--- config.mk ---
export PLATFORM = sky130hd
export DESIGN_NAME = serial_tx_8bit_flat
export DESIGN_NICKNAME = d
export VERILOG_FILES = /design/src/rtl/serial_tx_8bit_if.sv /design/src/rtl/serial_tx_8bit.sv /design/src/flat_wrapper.sv
export SDC_FILE = /design/constraint.sdc
export NUM_CORES = 1
export LEC_CHECK = 0
export CAP_MARGIN = 20
export CORE_MARGIN = 3
export CORE_UTILIZATION = 35
export CTS_BUF_LIST = sky130_fd_sc_hd__clkbuf_16
export DETAILED_ROUTE_END_ITERATION = 6
export GPL_TIMING_DRIVEN = 0
export PLACE_DENSITY = 0.54
export SETUP_SLACK_MARGIN = 0.15
export SYNTH_ARGS = -nofsm -noshare
export SYNTH_HDL_FRONTEND = slang
export SYNTH_SLANG_ARGS = --single-unit
--- constraint.sdc ---
create_clock -name clk -period 1.95 [get_ports clk]
set_input_delay 0.195 -clock clk [delete_from_list [all_inputs] [get_ports clk]]
set_output_delay 0.195 -clock clk [all_outputs]
set_load 0.02 [all_outputs]
--- src/rtl/serial_tx_8bit_if.sv ---
// Byte handshake between a producer and the serializer.
// Master drives data/valid; the serializer answers with ready.
interface serial_tx_8bit_if;
  logic [7:0] tx_data;
  logic       tx_valid;
  logic       tx_ready;

  modport master (output tx_data, output tx_valid, input tx_ready);
  modport slave  (input tx_data, input tx_valid, output tx_ready);
endinterface

--- src/rtl/serial_tx_8bit.sv ---
// Byte-to-serial frame transmitter: start, 8 data LSB first, optional even parity, stop.
// Line changes 1 cycle after acceptance; ready only in IDLE, valid while busy is dropped.
module serial_tx_8bit #(
  parameter int CLKS_PER_BIT = 16,
  parameter bit PARITY_EN    = 1'b0
) (
  input  logic             clk,
  input  logic             rst,
  serial_tx_8bit_if.slave  s_if,
  output logic             tx,
  output logic             tx_busy
);

  localparam int CNT_W = (CLKS_PER_BIT > 1) ? $clog2(CLKS_PER_BIT) : 1;
  localparam logic [CNT_W-1:0] CNT_LAST = CNT_W'(CLKS_PER_BIT - 1);

  typedef enum logic [2:0] {
    ST_IDLE,
    ST_START,
    ST_DATA,
    ST_PARITY,
    ST_STOP
  } state_t;

  state_t           state_q, state_d;
  logic [CNT_W-1:0] cnt_q, cnt_d;
  logic [2:0]       bit_q, bit_d;
  logic [7:0]       shreg_q, shreg_d;
  logic             par_q, par_d;
  logic             tx_q, tx_d;
  logic             busy_q, busy_d;
  logic             last;
  logic             accept;

  assign s_if.tx_ready = (state_q == ST_IDLE) && !rst;
  assign accept        = s_if.tx_valid && s_if.tx_ready;
  assign last          = (cnt_q == CNT_LAST);

  always_comb begin
    state_d = state_q;
    cnt_d   = cnt_q;
    bit_d   = bit_q;
    shreg_d = shreg_q;
    par_d   = par_q;
    tx_d    = tx_q;
    busy_d  = busy_q;

    // Divider wraps on every bit boundary, so each state only reacts to `last`.
    if (state_q != ST_IDLE) begin
      cnt_d = last ? '0 : cnt_q + CNT_W'(1);
    end

    case (state_q)
      ST_IDLE: begin
        cnt_d  = '0;
        tx_d   = 1'b1;
        busy_d = 1'b0;
        if (accept) begin
          shreg_d = s_if.tx_data;
          par_d   = ^s_if.tx_data;
          state_d = ST_START;
          tx_d    = 1'b0;
          busy_d  = 1'b1;
        end
      end
      ST_START: begin
        if (last) begin
          state_d = ST_DATA;
          bit_d   = 3'd0;
          tx_d    = shreg_q[0];
        end
      end
      ST_DATA: begin
        if (last) begin
          shreg_d = {1'b0, shreg_q[7:1]};
          if (bit_q == 3'd7) begin
            if (PARITY_EN) begin
              state_d = ST_PARITY;
              tx_d    = par_q;
            end else begin
              state_d = ST_STOP;
              tx_d    = 1'b1;
            end
          end else begin
            bit_d = bit_q + 3'd1;
            tx_d  = shreg_q[1];
          end
        end
      end
      ST_PARITY: begin
        if (last) begin
          state_d = ST_STOP;
          tx_d    = 1'b1;
        end
      end
      ST_STOP: begin
        if (last) begin
          state_d = ST_IDLE;
          tx_d    = 1'b1;
          busy_d  = 1'b0;
        end
      end
      default: begin
        state_d = ST_IDLE;
        cnt_d   = '0;
        tx_d    = 1'b1;
        busy_d  = 1'b0;
      end
    endcase
  end

  always_ff @(posedge clk) begin
    if (rst) begin
      state_q <= ST_IDLE;
      cnt_q   <= '0;
      bit_q   <= 3'd0;
      shreg_q <= 8'd0;
      par_q   <= 1'b0;
      tx_q    <= 1'b1;
      busy_q  <= 1'b0;
    end else begin
      state_q <= state_d;
      cnt_q   <= cnt_d;
      bit_q   <= bit_d;
      shreg_q <= shreg_d;
      par_q   <= par_d;
      tx_q    <= tx_d;
      busy_q  <= busy_d;
    end
  end

  assign tx      = tx_q;
  assign tx_busy = busy_q;

endmodule

--- src/flat_wrapper.sv ---
// flat-port wrapper written by rule: the top's interface ports become plain ports
module serial_tx_8bit_flat 
#(
  parameter int CLKS_PER_BIT = 16,
  parameter bit PARITY_EN    = 1'b0
)
  (clk, rst, tx, tx_busy, s_if_tx_data, s_if_tx_valid, s_if_tx_ready);
  serial_tx_8bit_if s_if_i ();
  input  logic clk;
  input  logic rst;
  output logic tx;
  output logic tx_busy;
  input wire logic [$bits(s_if_i.tx_data)-1:0] s_if_tx_data;
  input wire logic [$bits(s_if_i.tx_valid)-1:0] s_if_tx_valid;
  output wire logic [$bits(s_if_i.tx_ready)-1:0] s_if_tx_ready;
  assign s_if_i.tx_data = s_if_tx_data;
  assign s_if_i.tx_valid = s_if_tx_valid;
  assign s_if_tx_ready = s_if_i.tx_ready;
  serial_tx_8bit #(.CLKS_PER_BIT(CLKS_PER_BIT), .PARITY_EN(PARITY_EN)) u_core (.clk(clk), .rst(rst), .s_if(s_if_i), .tx(tx), .tx_busy(tx_busy));
endmodule
==> impl_metrics.ini <==
[pwr]
p_switching_w = 0.000239
power_frac_comb = 0.135
internal_power_w = 0.000770
powerDensity_mw_per_mm2 = 715
p_clk_frac = 0.429
total_power_w = 0.00101
p_sw_frac = 0.237
pwr-share-seq = 0.437
p_leak_nw = 0.508
ir_drop_v = 0.000281

[die]
die_height_um = 63.1
io_pins = 14
die_w_um = 63.1
rows = 20
start_util = 0.371
coreArea_mm2 = 0.00308
die_area_mm2 = 0.00399

[timing]
max-slew-margin-rel = 0.711
fmax_mhz = 578
fin_crit_ns = 1.73
post-route-period-util = 0.888
skew_ns = 0.00231
tightest_slew_ns = 0.433
rsz0062_at_grt = false
setup_violations = 0
hold_viol = 0
drv_slew = 0
totalNegativeSetupSlack_ns = 0

[final_layout]
area_growth_pct = 23.4
fill_cells = 312
final_cell_mix = dfxtp_1, clkdlybuf4s50_1, inv_1
multi_input_area_um2 = 662
layout-drive-gt1-share = 0.197
n_antenna_cell = 0
layout.area.seq_um2 = 402
final_common_cell = dfxtp_1
design_area_mm2 = 0.00141
fin_util = 0.458
num-nets-final = 157

[worst_setup_path]
crit_start = u_core.bit_q[0]$_SDFFE_PP0P_
crit_buf_inv = 0
cp-start-kind = register
end_kind = register
crit_family = simple AND/OR/NAND/NOR gates
r2r-start = u_core.bit_q[0]$_SDFFE_PP0P_
worstPathMaxFanout = 6
required_ns = 2.13
reg2reg_depth = 5
crit_arrival_ns = 1.91
r2r_setup_slack_ns = 0.22
cp_cell_sequence = ha_1 -> ha_2 -> or4b_1 -> or3_1 -> a31oi_1
worstReg2RegEnd = u_core.bit_q[0]$_SDFFE_PP0P_
crit_type = reg -> reg
slowest_delay_ns = 0.46
slowest_stage = or4b_1

[routing]
vias = 990
routed_via_density = 5.32
drc = 0
detail-route-antenna-nets = 0
initialDrtViolationCount = 19
routedWlPerCell_um = 14.3
wl_mm = 2.65
dr.pass1.iters = 4

[clock_network]
clock_latency_ns = 0.25
tritoncts = done
htreeDepth = 1
clock_sinks = 20
clockBufferDepth = 2
root_buffer = clkbuf_16
holdBufCountCts = 0
numCtsBuffers = 3
path_clk_slew_ns = 0.06

[logic_synthesis]
yosys_warnings = 0
synth_cell_types = 39
syn_nets = 139
ys_seq_area_frac = 0.350
synthCells = 125
ys.flop_type = dfxtp_1
synthesis.area_mm2 = 0.00114
avgSynthCellArea_um2 = 9.14
yosys_register_bits = 20
postSynth.asyncResetShare = 0
synth_edf_count = 0

[grt]
antenna_found_initial = 0
grt_pass1_wl_mm = 4.51
grt_pass1_vias = 947
overflow = 0
grtUsageTotal = 0.141
grt_max_degree = 12

[placement]
gp_congestion = 0.757
place_hpwl_mm = 1.90
port-buffer-count = 13
place_area_mm2 = 0.00133

[run_status]
status = complete, no violations

[run]
drv_cap = 0

[min_path]
holdPathStages = 2
hold_class = reg -> reg
hold_path_end = u_core.shreg_q[6]$_SDFFE_PP0P_
worstHoldStart = u_core.shreg_q[6]$_SDFFE_PP0P_
## what timing repair did
| item | CTS | global route |
|---|---|---|
| endpoints found under the hold margin | 0 | 0 |
| endpoints found under the setup margin | 2 | 2 |
| resized for setup | 5 | 3 |
| buffers inserted | 0 | 0 |
## through the flow
stage | worst slack, ns | cells | hold slack (ns)
3_3_place_gp | -0.529 | 182 | 0.447
5_1_grt | 0.167 | 186 | 0.486
2_1_floorplan | 0.270 | 125 | 0.429
6_report | 0.219 | 186 | 0.462
4_1_cts | 0.136 | 186 | 0.468
3_5_place_dp | -0.557 | 182 | 0.460
## kinds of logic (layout without fill, tap and decap cells)
logic type / Yosys count / after routing / synth area share
AOI/OAI and AO/OA: 37 / 37 / 0.263
adders and majority gates: 3 / 3 / 0.0329
xor gates and xnor gates: 1 / 1 / 0.00767
muxes: 7 / 7 / 0.0690
buffers and inverters: 20 / 37 / 0.0723
and+or+nand+nor: 37 / 37 / 0.205
DFF: 20 / 20 / 0.350
## cell usage after synthesis, types with 2 or more instances
library cell / n / area [µm²]
a211oi_1: 8 / 60.1
a211oi_2: 7 / 87.6
a21boi_1: 2 / 15.0
a21oi_1: 4 / 20.0
a31oi_1: 2 / 12.5
and3_1: 2 / 12.5
buf_2: 3 / 15.0
clkbuf_1: 6 / 22.5
dfxtp_1: 20 / 400
ha_1: 3 / 37.5
inv_1: 10 / 37.5
mux2_2: 7 / 78.8
nand2_1: 2 / 7.51
nand2b_1: 5 / 31.3
nand3_1: 3 / 15.0
nand4_1: 2 / 12.5
nor2_1: 8 / 30.0
o21ai_0: 3 / 15.0
o21ai_1: 3 / 15.0
o2bb2ai_1: 2 / 17.5
or3_1: 3 / 18.8
or3b_1: 3 / 26.3
## flip-flops by register name, indices dropped and copies added (netlist names)
register / flops
u_core.state_q: 3
u_core.tx_busy: 1
u_core.tx: 1
u_core.shreg_q: 8
u_core.cnt_q: 4
u_core.bit_q: 3
## power groups by stage
stage                     combinational [W]  clock [W]  sequential, W
after floorplan                   0.0000835          0       0.000451
after global placement             0.000134          0       0.000449
after detailed placement           0.000137          0       0.000449
after CTS                          0.000138   0.000442       0.000441
after global routing               0.000150   0.000459       0.000443
final                              0.000136   0.000433       0.000440
## final cells by class
type	instances	share of cell area
tap	44	0.0390
multi-input combinational	85	0.469
clock buffer	3	0.0532
timing repair buffer	13	0.0887
clock inverter	1	0.00266
inverter	10	0.0266
buffer	10	0.0355
sequential	20	0.285
## worst max path at each step
| stage | slack (ns) | cells after the start | to |
|---|---|---|---|
| final | 0.22 | 5 | u_core.bit_q[0]$_SDFFE_PP0P_ |
| after global routing | 0.17 | 5 | u_core.bit_q[0]$_SDFFE_PP0P_ |
| after detailed placement | -0.56 | 5 | s_if_tx_ready |
| after floorplan | 0.27 | 5 | u_core.bit_q[0]$_SDFFE_PP0P_ |
| after global placement | -0.53 | 5 | s_if_tx_ready |
| after CTS | 0.14 | 5 | s_if_tx_ready |
## worst reg2reg max path, delay by kind of cell, from the launching register on
family                     cells  cell delay, ns
and+or+nand+nor                2            0.77
adders and majority gates      2            0.41
DFF                            1            0.34
AOI/OAI and AO/OA              1            0.15
## metal layers
metal	GRT usage	routed length, µm	part of all wire	vias to the layer above
met5	0	0	0	-
met4	0.0496	11	0.0041	0
met3	0.0250	114	0.043	2
met2	0.229	1270	0.48	22
met1	0.187	1260	0.48	471
li1	-	-	-	495
Note: power is estimated with default switching activity, not from simulation.
